## config.mk

```make
export PLATFORM = sky130hd
export DESIGN_NAME = wb_bus_arbiter_flat
export DESIGN_NICKNAME = d
export VERILOG_FILES = /design/src/rtl/wb_bus_arbiter_if.sv /design/src/rtl/wb_bus_arbiter.sv /design/src/flat_wrapper.sv
export SDC_FILE = /design/constraint.sdc
export NUM_CORES = 1
export LEC_CHECK = 0
export BUFFER_PORTS_ARGS = -buffer_cell sky130_fd_sc_hd__buf_2
export CAP_MARGIN = 20
export CORE_ASPECT_RATIO = 0.6
export CORE_MARGIN = 3
export CORE_UTILIZATION = 25
export DETAILED_ROUTE_END_ITERATION = 12
export HOLD_SLACK_MARGIN = 0.12
export PLACE_DENSITY = 0.41
export SLEW_MARGIN = 0
export SYNTH_ARGS = -nofsm -noshare
export SYNTH_HDL_FRONTEND = slang
export SYNTH_SLANG_ARGS = --single-unit
```

## constraint.sdc

```tcl
create_clock -name clk_i -period 2 [get_ports clk_i]
set_input_delay 0.1 -clock clk_i [delete_from_list [all_inputs] [get_ports clk_i]]
set_output_delay 0.1 -clock clk_i [all_outputs]
set_load 0.05 [all_outputs]
```

## src/rtl/wb_bus_arbiter_if.sv

```systemverilog
// Arbiter bundle: per-master request lines, slave termination, grant and
// hold/watchdog status.
//   m_cyc_i, m_stb_i       per-master cycle request / strobe
//   bus_ack_i/err_i/rty_i  termination from the decoded slave side
//   grant_o, grant_idx_o   one-hot grant and binary owner index
//   bus_hold, bus_hold_ack quiesce request / acknowledge
//   timeout_err_o          watchdog error pulse for the owner
interface wb_bus_arbiter_if #(
   parameter int unsigned MASTERS   = 2,
   parameter int unsigned IDX_WIDTH = (MASTERS > 1) ? $clog2(MASTERS) : 1
);
   logic [MASTERS-1:0]   m_cyc_i;
   logic [MASTERS-1:0]   m_stb_i;
   logic                 bus_ack_i;
   logic                 bus_err_i;
   logic                 bus_rty_i;
   logic [MASTERS-1:0]   grant_o;
   logic [IDX_WIDTH-1:0] grant_idx_o;
   logic                 bus_hold;
   logic                 bus_hold_ack;
   logic                 timeout_err_o;

   // Arbiter side
   modport slave (
      input  m_cyc_i, m_stb_i, bus_ack_i, bus_err_i, bus_rty_i, bus_hold,
      output grant_o, grant_idx_o, bus_hold_ack, timeout_err_o
   );

   // Requester / environment side
   modport master (
      output m_cyc_i, m_stb_i, bus_ack_i, bus_err_i, bus_rty_i, bus_hold,
      input  grant_o, grant_idx_o, bus_hold_ack, timeout_err_o
   );
endinterface

```

## src/rtl/wb_bus_arbiter.sv

```systemverilog
// Round-robin owner arbiter for a shared Wishbone B3 bus path, with a
// bus_hold quiesce handshake and a per-access termination watchdog.
//   clk_i   bus clock
//   rst_ni  asynchronous active-low reset
//   bus     wb_bus_arbiter_if.slave: requests in, grant/status out (all
//           outputs registered)
module wb_bus_arbiter #(
   parameter int unsigned MASTERS   = 2,
   parameter int unsigned TIMEOUT   = 255,
   parameter int unsigned TO_WIDTH  = 8,
   parameter int unsigned IDX_WIDTH = (MASTERS > 1) ? $clog2(MASTERS) : 1
) (
   input  logic            clk_i,
   input  logic            rst_ni,
   wb_bus_arbiter_if.slave bus
);

   typedef enum logic [1:0] {
      IDLE  = 2'd0,
      GRANT = 2'd1,
      HOLD  = 2'd2
   } state_e;

   localparam logic [IDX_WIDTH-1:0] LAST_IDX = IDX_WIDTH'(MASTERS - 1);
   localparam logic [TO_WIDTH-1:0]  TO_LAST  = TO_WIDTH'(TIMEOUT - 1);

   state_e               state_q, state_d;
   logic [MASTERS-1:0]   grant_q, grant_d;
   logic [IDX_WIDTH-1:0] idx_q, idx_d;
   logic [IDX_WIDTH-1:0] ptr_q, ptr_d;
   logic                 hold_ack_q, hold_ack_d;
   logic                 to_err_q, to_err_d;
   logic [TO_WIDTH-1:0]  cnt_q, cnt_d;

   logic                 any_cyc_c;
   logic                 owner_cyc_c;
   logic                 owner_stb_c;
   logic                 term_c;
   logic [IDX_WIDTH-1:0] owner_next_c;
   logic [IDX_WIDTH-1:0] search_start_c;
   logic                 lo_found_c, hi_found_c;
   logic [IDX_WIDTH-1:0] lo_idx_c, hi_idx_c;
   logic [IDX_WIDTH-1:0] win_idx_c;
   logic [MASTERS-1:0]   win_onehot_c;

   // Owner signals are picked through the one-hot grant, avoiding an index mux
   assign any_cyc_c    = |bus.m_cyc_i;
   assign owner_cyc_c  = |(bus.m_cyc_i & grant_q);
   assign owner_stb_c  = |(bus.m_stb_i & grant_q);
   assign term_c       = bus.bus_ack_i | bus.bus_err_i | bus.bus_rty_i;
   assign owner_next_c = (idx_q == LAST_IDX) ? '0 : idx_q + 1'b1;

   // During a handoff the search starts at the pointer value being written
   assign search_start_c = (state_q == GRANT) ? owner_next_c : ptr_q;

   // Round-robin pick: lowest requester at/after start, else lowest overall
   always_comb begin
      lo_found_c = 1'b0;
      hi_found_c = 1'b0;
      lo_idx_c   = '0;
      hi_idx_c   = '0;
      for (int i = 0; i < int'(MASTERS); i++) begin
         if (bus.m_cyc_i[i]) begin
            if (!lo_found_c) begin
               lo_found_c = 1'b1;
               lo_idx_c   = IDX_WIDTH'(i);
            end
            if (!hi_found_c && (IDX_WIDTH'(i) >= search_start_c)) begin
               hi_found_c = 1'b1;
               hi_idx_c   = IDX_WIDTH'(i);
            end
         end
      end
      win_idx_c    = hi_found_c ? hi_idx_c : lo_idx_c;
      win_onehot_c = MASTERS'(1) << win_idx_c;
   end

   // Next-state, grant and watchdog logic
   always_comb begin
      state_d    = state_q;
      grant_d    = grant_q;
      idx_d      = idx_q;
      ptr_d      = ptr_q;
      hold_ack_d = hold_ack_q;
      to_err_d   = 1'b0;
      cnt_d      = cnt_q;

      unique case (state_q)
         IDLE: begin
            if (bus.bus_hold) begin
               state_d    = HOLD;
               hold_ack_d = 1'b1;
            end else if (any_cyc_c) begin
               state_d = GRANT;
               grant_d = win_onehot_c;
               idx_d   = win_idx_c;
               cnt_d   = '0;
            end
         end

         GRANT: begin
            if (owner_cyc_c) begin
               // Watchdog only runs while the owner keeps its cycle open
               if (TIMEOUT != 0) begin
                  if (term_c || !owner_stb_c) begin
                     cnt_d = '0;
                  end else if (cnt_q == TO_LAST) begin
                     to_err_d = 1'b1;
                     cnt_d    = '0;
                  end else if (cnt_q != '1) begin
                     cnt_d = cnt_q + 1'b1;
                  end
               end
            end else begin
               ptr_d = owner_next_c;
               cnt_d = '0;
               if (bus.bus_hold) begin
                  state_d    = HOLD;
                  grant_d    = '0;
                  hold_ack_d = 1'b1;
               end else if (any_cyc_c) begin
                  grant_d = win_onehot_c;
                  idx_d   = win_idx_c;
               end else begin
                  state_d = IDLE;
                  grant_d = '0;
               end
            end
         end

         HOLD: begin
            if (!bus.bus_hold) begin
               state_d    = IDLE;
               hold_ack_d = 1'b0;
            end
         end

         default: begin
            state_d    = IDLE;
            grant_d    = '0;
            hold_ack_d = 1'b0;
         end
      endcase
   end

   // State register
   always_ff @(posedge clk_i or negedge rst_ni) begin
      if (!rst_ni) begin
         state_q    <= IDLE;
         grant_q    <= '0;
         idx_q      <= '0;
         ptr_q      <= '0;
         hold_ack_q <= 1'b0;
         to_err_q   <= 1'b0;
         cnt_q      <= '0;
      end else begin
         state_q    <= state_d;
         grant_q    <= grant_d;
         idx_q      <= idx_d;
         ptr_q      <= ptr_d;
         hold_ack_q <= hold_ack_d;
         to_err_q   <= to_err_d;
         cnt_q      <= cnt_d;
      end
   end

   assign bus.grant_o       = grant_q;
   assign bus.grant_idx_o   = idx_q;
   assign bus.bus_hold_ack  = hold_ack_q;
   assign bus.timeout_err_o = to_err_q;

endmodule

```

## src/flat_wrapper.sv

```systemverilog
// flat-port wrapper written by rule: the top's interface ports become plain ports
module wb_bus_arbiter_flat 
#(
   parameter int unsigned MASTERS   = 2,
   parameter int unsigned TIMEOUT   = 255,
   parameter int unsigned TO_WIDTH  = 8,
   parameter int unsigned IDX_WIDTH = (MASTERS > 1) ? $clog2(MASTERS) : 1
)
  (clk_i, rst_ni, bus_m_cyc_i, bus_m_stb_i, bus_bus_ack_i, bus_bus_err_i, bus_bus_rty_i, bus_bus_hold, bus_grant_o, bus_grant_idx_o, bus_bus_hold_ack, bus_timeout_err_o);
  wb_bus_arbiter_if #(.MASTERS(MASTERS), .IDX_WIDTH(IDX_WIDTH)) bus_i ();
  input  logic clk_i;
  input  logic rst_ni;
  input wire logic [$bits(bus_i.m_cyc_i)-1:0] bus_m_cyc_i;
  input wire logic [$bits(bus_i.m_stb_i)-1:0] bus_m_stb_i;
  input wire logic [$bits(bus_i.bus_ack_i)-1:0] bus_bus_ack_i;
  input wire logic [$bits(bus_i.bus_err_i)-1:0] bus_bus_err_i;
  input wire logic [$bits(bus_i.bus_rty_i)-1:0] bus_bus_rty_i;
  input wire logic [$bits(bus_i.bus_hold)-1:0] bus_bus_hold;
  output wire logic [$bits(bus_i.grant_o)-1:0] bus_grant_o;
  output wire logic [$bits(bus_i.grant_idx_o)-1:0] bus_grant_idx_o;
  output wire logic [$bits(bus_i.bus_hold_ack)-1:0] bus_bus_hold_ack;
  output wire logic [$bits(bus_i.timeout_err_o)-1:0] bus_timeout_err_o;
  assign bus_i.m_cyc_i = bus_m_cyc_i;
  assign bus_i.m_stb_i = bus_m_stb_i;
  assign bus_i.bus_ack_i = bus_bus_ack_i;
  assign bus_i.bus_err_i = bus_bus_err_i;
  assign bus_i.bus_rty_i = bus_bus_rty_i;
  assign bus_i.bus_hold = bus_bus_hold;
  assign bus_grant_o = bus_i.grant_o;
  assign bus_grant_idx_o = bus_i.grant_idx_o;
  assign bus_bus_hold_ack = bus_i.bus_hold_ack;
  assign bus_timeout_err_o = bus_i.timeout_err_o;
  wb_bus_arbiter #(.MASTERS(MASTERS), .TIMEOUT(TIMEOUT), .TO_WIDTH(TO_WIDTH), .IDX_WIDTH(IDX_WIDTH)) u_core (.clk_i(clk_i), .rst_ni(rst_ni), .bus(bus_i));
endmodule
```

==> impl_metrics.csv, run 1 <==
group,metric,value,unit
run_status,status,"completed",
finish,nNetsFinal,138,
drt,wl,2430,µm
grt,grt_pass1_wl,4080,µm
logic_synthesis,syn_nets,119,
min_path,hp-class,"input pin to flip-flop",
finish,syn2layout_area_growth,19.6,%
flow_run,drv_cap,0,
grt,grt_use_total,12.0,%
logic_synthesis,synthFlopType,"dfrtp_1",
sta,fmax,585,MHz
sta,setup_tns,0,ps
drt,ant_nets,0,
clock_network,numCtsBuffers,3,
sta,drv_slew,0,
logic_synthesis,syn_area,963,µm²
sta,finalCritPeriodShare,85.5,%
worst_setup_path,crit_path_frequent_cell,"inv_1",
logic_synthesis,synth-edff-count,0,
worst_setup_path,worstReg2RegStart,"u_core.cnt_q[0]",
placement,placed_area,0.00109,mm²
logic_synthesis,synthCells,107,
grt,overflow,0,
drt,drtPass1Iterations,4,
grt,grt_max_degree,17,
floorplanning,ios,15,
logic_synthesis,ys_async_sr_fraction,100,%
clock_network,cts_resized,0,
worst_setup_path,rr_endpoint,"u_core.cnt_q[4]",
drt,drt-initial-drc-count,22,
placement,dp_hpwl,1920,µm
worst_setup_path,r2r_slack,290,ps
finish,antenna_cells,0,
floorplanning,fp-row-count,16,
power,ir_drop,0.277,mV
grt,grt_pass1_vias,783,
logic_synthesis,synthDistinctLibCells,40,
worst_setup_path,path_max_fanout,9,
clock_network,htree_levels,1,
drt,drc,0,
clock_network,clk_pin_slew,60,ps
placement,portBuffers,14,
clock_network,cts_hold_buf,1,
worst_setup_path,cp.required,2130,ps
placement,place_congestion,0.775,
floorplanning,chipHeight,54.1,µm
worst_setup_path,worstSetupStartpoint,"u_core.cnt_q[0]",
floorplanning,fp.dieW,86.1,µm
worst_setup_path,crit_end,"u_core.cnt_q[4]",
worst_setup_path,cp-start-kind,"flip-flop",
clock_network,postCtsSetupBuffers,0,
sta,fin_skew,1.11,ps
sta,finalSetupViolCount,0,
finish,nFillCells,377,
floorplanning,start_util,27.8,%
power,total_power,0.888,mW
worst_setup_path,crit_slowest_cell,"or3_1",
drt,dr_total_vias,819,
sta,rsz0062_at_grt,"no",
clock_network,cts_tree,"done",
finish,drive_above_1_share,21.6,%
clock_network,clockRootBuffer,"clkbuf_8",
sta,relSlewSlack,65.3,%
logic_synthesis,avgSynthCellArea,9.00,µm²
drt,viasPerCell,4.82,
power,power.density,771,mW/mm²
logic_synthesis,ys_ff_latch,16,
clock_network,cts_buffer_depth,2,
worst_setup_path,crit_path_end_kind,"flip-flop",
sta,worst_pin_slew,521,ps
grt,grt_antenna_before_repair,0,
drt,wire_per_inst,14.3,µm
floorplanning,core,0.00346,mm²
worst_setup_path,arrival,1840,ps
worst_setup_path,critPathMaxStageDelay,540,ps
worst_setup_path,path_cells,"inv_1, ha_1, inv_1, or3_1, a311oi_1, a21oi_1",
finish,final_cell_area,0.00115,mm²
sta,period_needed,1710,ps
worst_setup_path,critical_path_class,"flip-flop to flip-flop",
floorplanning,die-area,0.00466,mm²
worst_setup_path,ff2ff_path_depth,6,
power,p_leak,0.505,nW
logic_synthesis,ys_warn_count,0,
clock_network,clk_latency,250,ps
clock_network,clock-sinks,16,
sta,final_hold_viol_count,0,
logic_synthesis,ys_seq_area_share,41.6,%
-- metrics by stage --
step | util (%) | cells | setup slack (ps) | hold WS (ps)
floorplan | - | 107 | 315 | -196
global placement | 31.4 | 165 | 320 | 54.2
detailed placement | 31.4 | 165 | 291 | 51.7
CTS | 33.3 | 170 | 282 | 132
global route | 33.3 | 170 | 61.0 | 146
finish | 33.3 | 170 | 290 | 127
-- metal layers --
layer | up-vias | track usage (%) | routed length (µm)
li1 | 424 | - | -
met1 | 379 | 19.4 | 1450
met2 | 14 | 14.5 | 870
met3 | 2 | 3.67 | 100
met4 | 0 | 3.16 | 8
met5 | - | 0 | 0
-- layout make-up --
cell class / count / area [µm²] / share of cell area, %
Multi-Input combinational cell: 73 / 485 / 42.1
Sequential cell: 16 / 400 / 34.7
Timing Repair Buffer: 18 / 103 / 8.90
Tap cell: 45 / 56.3 / 4.89
Clock buffer: 4 / 55.1 / 4.78
Inverter: 14 / 52.6 / 4.56
-- cells by family (layout without fill, tap and decap cells) --
logic type / count (synthesis) / count (layout) / share of synthesized area [%]
AND/OR/NAND/NOR: 33 / 33 / 20.5
flip-flops: 16 / 16 / 41.6
buffers and inverters: 18 / 36 / 8.05
adder cells (fa/ha/maj): 2 / 2 / 2.60
multiplexers: 2 / 2 / 2.08
AO/OA/AOI/OAI: 36 / 36 / 25.2
-- critical path, delay by kind of cell, from the launching register on --
kind,cells,cell delay [ps]
and+or+nand+nor,1,540
AOI/OAI and AO/OA,2,350
buffers and inverters,2,130
DFF,1,410
adders and majority gates,1,160
-- worst min-delay path by stage --
stage	startpoint	end	slack [ps]	depth (start not counted)
global placement	rst_ni	u_core.cnt_q[7]	50	1
floorplan	rst_ni	u_core.bus.bus_hold_ack	-200	0
detailed placement	rst_ni	u_core.cnt_q[6]	50	1
CTS	bus_bus_hold	u_core.state_q[1]	130	2
global route	bus_bus_hold	u_core.state_q[1]	150	2
finish	bus_bus_hold	u_core.state_q[1]	130	2
-- flip-flops by register name (all words and copies together) (netlist names) --
name and count:
u_core.bus.timeout_err_o 1, u_core.bus.grant_idx_o 1, u_core.ptr_q 1, u_core.bus.grant_o 2, u_core.state_q 2, u_core.cnt_q 8, u_core.bus.bus_hold_ack 1
-- cell usage after synthesis, drive strengths merged (2+ instances only) --
library cell	instances	area share, %
o32ai	2	1.8
or3	2	1.3
nand2	4	1.6
nand3	2	1.0
o211ai	4	3.1
dfrtp	16	42
buf	3	2.2
nor2	7	2.7
nor3	2	1.0
o21a	2	1.6
a311oi	2	1.8
mux2i	2	2.1
and2	3	1.9
nor3b	2	1.6
ha	2	2.6
a22oi	2	1.6
inv	14	5.5
a21oi	6	3.1
o21ai	9	4.7
nand4	3	2.6
-- cell usage in the layout, fill, tap and decap left out, types with 2 or more instances in the layout --
cell      count
buf_2        14
inv_1        14
ha_1          2
nor3b_1       2
nand2_1       4
a22oi_1       2
nand4_1       2
clkbuf_8      4
nand3_1       2
nor3_1        2
or3_1         2
o21a_1        2
buf_4         3
o21ai_0       9
and2_1        3
dfrtp_1      16
a21oi_1       6
o211ai_1      4
nor2_1        7
a311oi_1      2
o32ai_1       2
mux2i_1       2
-- where the power goes --
group	internal [mW]	total, mW	switching [mW]	leakage (nW)
combinational	0.0725	0.222	0.150	0.263
clock	0.175	0.286	0.111	0.0288
sequential	0.355	0.380	0.0247	0.213
total	0.602	0.888	0.286	0.505
Note: power is estimated with default switching activity, not from simulation.
==> run 2: changes to the inputs <==
Settings changed: CORE_ASPECT_RATIO 0.6 to not set, CORE_UTILIZATION 25 to 54, PLACE_DENSITY 0.41 to 0.75, SKIP_CTS_REPAIR_TIMING set to 1.
==> run 2 against run 1 <==
Effect of this change: power fell by 14%; count of clock-buffer cells in the layout fell by 1; maximum frequency fell by 0.75%; via count rose by 3.4%.
==> impl_metrics.csv, run 2 (synthesis results as in run 1) <==
group,metric,value,unit
power,netSwitchingFraction,35.4,%
worst_setup_path,path_cells,"inv_1, ha_1, inv_1, or3_1, a311oi_1, nor2_1",
sta,period_needed,1720,ps
min_path,hold_end,"u_core.bus.timeout_err_o",
finish,instances_no_fill,147,
placement,place_congestion,0.802,
clock_network,clock-sinks,16,
worst_setup_path,critPathMaxStageDelay,520,ps
power,p_leak,0.484,nW
clock_network,clk_latency,280,ps
sta,rsz0062_at_grt,"no",
min_path,hp-start,"bus_bus_rty_i",
floorplanning,core,0.00159,mm²
finish,top_register,"u_core.cnt_q",
clock_network,cts_buffer_depth,2,
floorplanning,die-area,0.00233,mm²
drt,ant_nets,0,
drt,drtPass1Iterations,4,
floorplanning,chipHeight,48.2,µm
clock_network,cts_tree,"done",
sta,final_hold_viol_count,0,
finish,mostFrequentLayoutCells,"16 x dfrtp_1, 14 x inv_1, 14 x buf_2",
floorplanning,start_util,60.4,%
worst_setup_path,ff2ff_path_depth,6,
floorplanning,fp-row-count,14,
min_path,hp-class,"input pin to flip-flop",
worst_setup_path,cp.required,2170,ps
clock_network,clk_pin_slew,100,ps
sta,fmax,580,MHz
power,seqPwrFrac,50.7,%
run_status,status,"completed",
sta,finalSetupViolCount,0,
sta,worst_pin_slew,506,ps
drt,wire_per_inst,13.3,µm
worst_setup_path,critical_path_class,"flip-flop to flip-flop",
worst_setup_path,path_max_fanout,9,
power,power.density,701,mW/mm²
min_path,min_path_cells,4,
drt,dr_total_vias,847,
grt,overflow,0,
clock_network,numCtsBuffers,3,
finish,antenna_cells,0,
placement,dp_cells,142,
worst_setup_path,crit_path_frequent_cell,"inv_1",
finish,syn2layout_area_growth,13.0,%
flow_run,drv_cap,0,
finish,nFillCells,133,
clock_network,clockRootBuffer,"clkbuf_4",
worst_setup_path,crit_path_end_kind,"flip-flop",
drt,drc,0,
floorplanning,fp.dieW,48.2,µm
worst_setup_path,r2r_slack,280,ps
sta,drv_slew,0,
placement,dp_hpwl,1430,µm
placement,portBuffers,14,
grt,grt_pass1_vias,682,
floorplanning,ios,15,
sta,whs,173,ps
clock_network,htree_levels,1,
finish,final_common_cell,"dfrtp_1",
power,power_frac_comb,26.7,%
power,ir_drop,0.447,mV
worst_setup_path,cp-start-kind,"flip-flop",
finish,drive_above_1_share,19.5,%
grt,grt_antenna_before_repair,0,
finish,nNetsFinal,137,
sta,finalCritPeriodShare,86.2,%
grt,grt_max_degree,17,
worst_setup_path,arrival,1900,ps
sta,relSlewSlack,66.3,%
finish,largest_register_ffs,8,
drt,viasPerCell,5.76,
power,power_switching,0.270,mW
worst_setup_path,rr_endpoint,"u_core.cnt_q[2]",
drt,wl,1960,µm
worst_setup_path,worstReg2RegStart,"u_core.cnt_q[0]",
sta,setup_tns,0,ps
sta,fin_skew,3.07,ps
drt,drt-initial-drc-count,26,
grt,grt_use_total,18.0,%
power,p_int,0.493,mW
grt,grt_pass1_wl,2950,µm
worst_setup_path,crit_slowest_cell,"or3_1",
power,p_clk_share,22.7,%
## run 2: changes by cell type in the layout (fill, tap and decap cells not counted), sizes merged
cell,change
clkbuf,-1
buf,-2
dlygate4sd3,+1
## run 2: metal layers
metal  up-vias  track usage [%]  part of all wire, %
met5         -                0                    0
met4         0             7.53                  1.3
met3         4             4.43                  5.3
met2        25             23.7                   42
met1       392             27.3                   51
li1        426                -                    -
## run 2: per-stage QoR
| step | cell area, µm² | utilization (%) | power [mW] | setup slack (ps) |
|---|---|---|---|---|
| after global routing | 1090 | 68.3 | 0.799 | 114 |
| after floorplan | 963 | - | 0.538 | 315 |
| final | 1090 | 68.3 | 0.763 | 277 |
| after global placement | 1050 | 65.6 | 0.588 | 313 |
| after detailed placement | 1050 | 65.6 | 0.593 | 303 |
| after CTS | 1070 | 67.0 | 0.760 | 292 |
## run 2: critical path: cells and delay by family, from the launching register on
kind / cells / cell delay, ps
flops: 1 / 430
compound gates: 1 / 290
buf+inv: 2 / 130
simple gates: 2 / 590
fa+ha+maj: 1 / 170
## run 2: worst max path at each step
stage                                      from         endpoint  slack (ps)  depth (start not counted)
final                           u_core.cnt_q[0]  u_core.cnt_q[2]         280                          6
after global routing            u_core.cnt_q[0]  u_core.cnt_q[5]         110                          5
after CTS                       u_core.cnt_q[0]  u_core.cnt_q[2]         290                          6
after detailed placement        u_core.cnt_q[0]  u_core.cnt_q[2]         300                          6
after global placement          u_core.cnt_q[0]  u_core.cnt_q[2]         310                          6
after floorplan           u_core.bus.grant_o[0]  u_core.cnt_q[4]         310                          5
## run 2: power by group through the flow
stage | registers (mW) | logic [mW] | clock network, mW
2_1_floorplan | 0.443 | 0.0949 | 0
3_3_place_gp | 0.390 | 0.198 | 0
3_5_place_dp | 0.393 | 0.201 | 0
4_1_cts | 0.386 | 0.201 | 0.173
5_1_grt | 0.391 | 0.219 | 0.189
6_report | 0.387 | 0.203 | 0.173
## run 2: layout make-up
class | count | area [µm²] | share of cell area [%]
multi-input cells | 73 | 485 | 44.6
well taps | 24 | 30.0 | 2.76
clock buffers | 3 | 22.5 | 2.07
flip-flops and latches | 16 | 400 | 36.8
repair buffers | 17 | 97.6 | 8.97
inverters | 14 | 52.6 | 4.83
==> run 3: changes to the inputs <==
Settings changed: CELL_PAD_IN_SITES_DETAIL_PLACEMENT set to 0, CELL_PAD_IN_SITES_GLOBAL_PLACEMENT set to 1, CORE_UTILIZATION 54 to 41, SLEW_MARGIN 0 to not set.
==> run 3 against run 2 <==
Effect of this change: worst setup slack improved by 0.80 ps; final area increased by 1.0%; non-clock buffer count increased by 1; sequential share of layout area decreased by 0.38 points; register-to-register slack about the same; first-iteration DRC count decreased by 38%; clock power about the same; clock skew increased by 5.4 ps; final cell count increased by 2.7%; count of clock-buffer cells in the layout unchanged; die area increased by 28%; critical endpoint unchanged.
==> impl_metrics.csv, run 3 (synthesis results as in run 1) <==
group,metric,value,unit
worst_setup_path,arrival,1910,ps
sta,drv_slew,0,
finish,final_common_cell,"dfrtp_1",
power,ir_drop,0.417,mV
clock_network,clock-sinks,16,
clock_network,cts_buffer_depth,2,
floorplanning,start_util,46.3,%
sta,rsz0062_at_grt,"no",
grt,grt_pass1_vias,740,
power,p_leak,0.489,nW
flow_run,drv_cap,0,
finish,drive_above_1_share,20.2,%
floorplanning,die-area,0.00297,mm²
placement,dp_hpwl,1500,µm
drt,dr_total_vias,845,
power,p_clk_share,22.7,%
power,seqPwrFrac,49.8,%
worst_setup_path,crit_path_end_kind,"flip-flop",
grt,grt_pass1_wl,3450,µm
min_path,hp-class,"input pin to flip-flop",
worst_setup_path,critPathTopFamily,"simple AND/OR/NAND/NOR gates",
floorplanning,fp.dieW,54.5,µm
finish,largest_register_ffs,8,
sta,worst_pin_slew,487,ps
sta,finalCritPeriodShare,86.1,%
sta,final_hold_viol_count,0,
clock_network,clk_pin_slew,100,ps
power,power_switching,0.273,mW
clock_network,htree_levels,1,
sta,fin_skew,8.48,ps
finish,seq_area,400,µm²
floorplanning,chipHeight,54.5,µm
drt,wl,2080,µm
grt,grt_max_degree,17,
floorplanning,fp-row-count,16,
clock_network,numCtsBuffers,3,
sta,fmax,581,MHz
sta,finalSetupViolCount,0,
drt,drt-initial-drc-count,16,
finish,nNetsFinal,138,
worst_setup_path,cp-start-kind,"flip-flop",
power,power_frac_comb,27.4,%
sta,period_needed,1720,ps
placement,place_congestion,0.722,
drt,wire_per_inst,13.8,µm
floorplanning,core,0.00208,mm²
clock_network,clockRootBuffer,"clkbuf_4",
worst_setup_path,path_max_fanout,9,
power,p_int,0.496,mW
worst_setup_path,cp.required,2180,ps
floorplanning,ios,15,
grt,grt_use_total,16.6,%
worst_setup_path,path_cells,"inv_1, ha_1, inv_1, or3_1, a311oi_1, nor2_1",
placement,portBuffers,14,
run_status,status,"completed",
drt,drc,0,
worst_setup_path,critPathMaxStageDelay,530,ps
clock_network,cts_tree,"done",
worst_setup_path,cp_num_buf_inv,2,
drt,drtPass1Iterations,4,
finish,top_register,"u_core.cnt_q",
finish,multi_input_area,485,µm²
worst_setup_path,critical_path_class,"flip-flop to flip-flop",
sta,relSlewSlack,67.5,%
worst_setup_path,crit_path_frequent_cell,"inv_1",
finish,mostFrequentLayoutCells,"16 x dfrtp_1, 14 x inv_1, 14 x buf_2",
power,power.density,699,mW/mm²
finish,antenna_cells,0,
drt,viasPerCell,5.60,
grt,grt_antenna_before_repair,0,
finish,nFillCells,212,
clock_network,clk_latency,290,ps
power,netSwitchingFraction,35.5,%
worst_setup_path,crit_slowest_cell,"or3_1",
grt,overflow,0,
sta,setup_tns,0,ps
finish,syn2layout_area_growth,14.2,%
drt,ant_nets,0,
power,total_power,0.769,mW
==> run 3: changes by cell type in the layout (fill, tap and decap cells not counted) <==
cell	change
buf_4	+1
==> run 3: per-stage QoR <==
step           setup slack, ps  cell area, µm²  cells  util [%]  hold slack (ps)
6_report                   278            1100    151      52.8              161
5_1_grt                    146            1100    151      52.8              187
4_1_cts                    309            1080    149      51.9             -279
3_5_place_dp               325            1060    146      50.8             44.2
3_3_place_gp               328            1060    146      50.8             39.6
2_1_floorplan              315             963    107         -             -196
==> run 3: cell type report <==
type,instances,area share [%]
Inverter,14,4.78
Clock buffer,3,2.05
Sequential cell,16,36.4
Tap cell,27,3.07
Multi-Input combinational cell,73,44.1
Timing Repair Buffer,18,9.56
==> run 3: power by group through the flow <==
| stage | logic, mW | registers (mW) | clock network, mW |
|---|---|---|---|
| detailed placement | 0.208 | 0.390 | 0 |
| CTS | 0.210 | 0.383 | 0.183 |
| finish | 0.211 | 0.383 | 0.175 |
| global route | 0.233 | 0.389 | 0.203 |
| global placement | 0.208 | 0.387 | 0 |
| floorplan | 0.0949 | 0.443 | 0 |
==> run 3: path summary, 6_finish.rpt <==
| path | startpoint | to | slack, ps | cells after the start |
|---|---|---|---|---|
| setup / recovery | u_core.cnt_q[0] | u_core.cnt_q[2] | 280 | 6 |
| hold / removal | bus_bus_rty_i | u_core.bus.timeout_err_o | 160 | 4 |
| setup reg to reg | u_core.cnt_q[0] | u_core.cnt_q[2] | 280 | 6 |
| hold reg to reg | u_core.bus.grant_idx_o | u_core.ptr_q | 490 | 1 |
| max in group asynchronous | rst_ni | u_core.cnt_q[1] | 1480 | 2 |
| min in group asynchronous | rst_ni | u_core.cnt_q[4] | 240 | 2 |
==> run 3: worst register-to-register path, delay by kind of cell (launching register included) <==
kind	cells	cell delay [ps]
DFF	1	430
buffers and inverters	2	130
adders and majority gates	1	170
and+or+nand+nor	2	600
AOI/OAI and AO/OA	1	300
==> run 3: metal layers <==
metal | vias to the layer above | GRT usage [%] | part of all wire (%)
li1 | 427 | - | -
met4 | 0 | 4.98 | 0.96
met5 | - | 0 | 0
met1 | 396 | 23.9 | 51
met2 | 20 | 23.3 | 42
met3 | 2 | 5.72 | 6.1
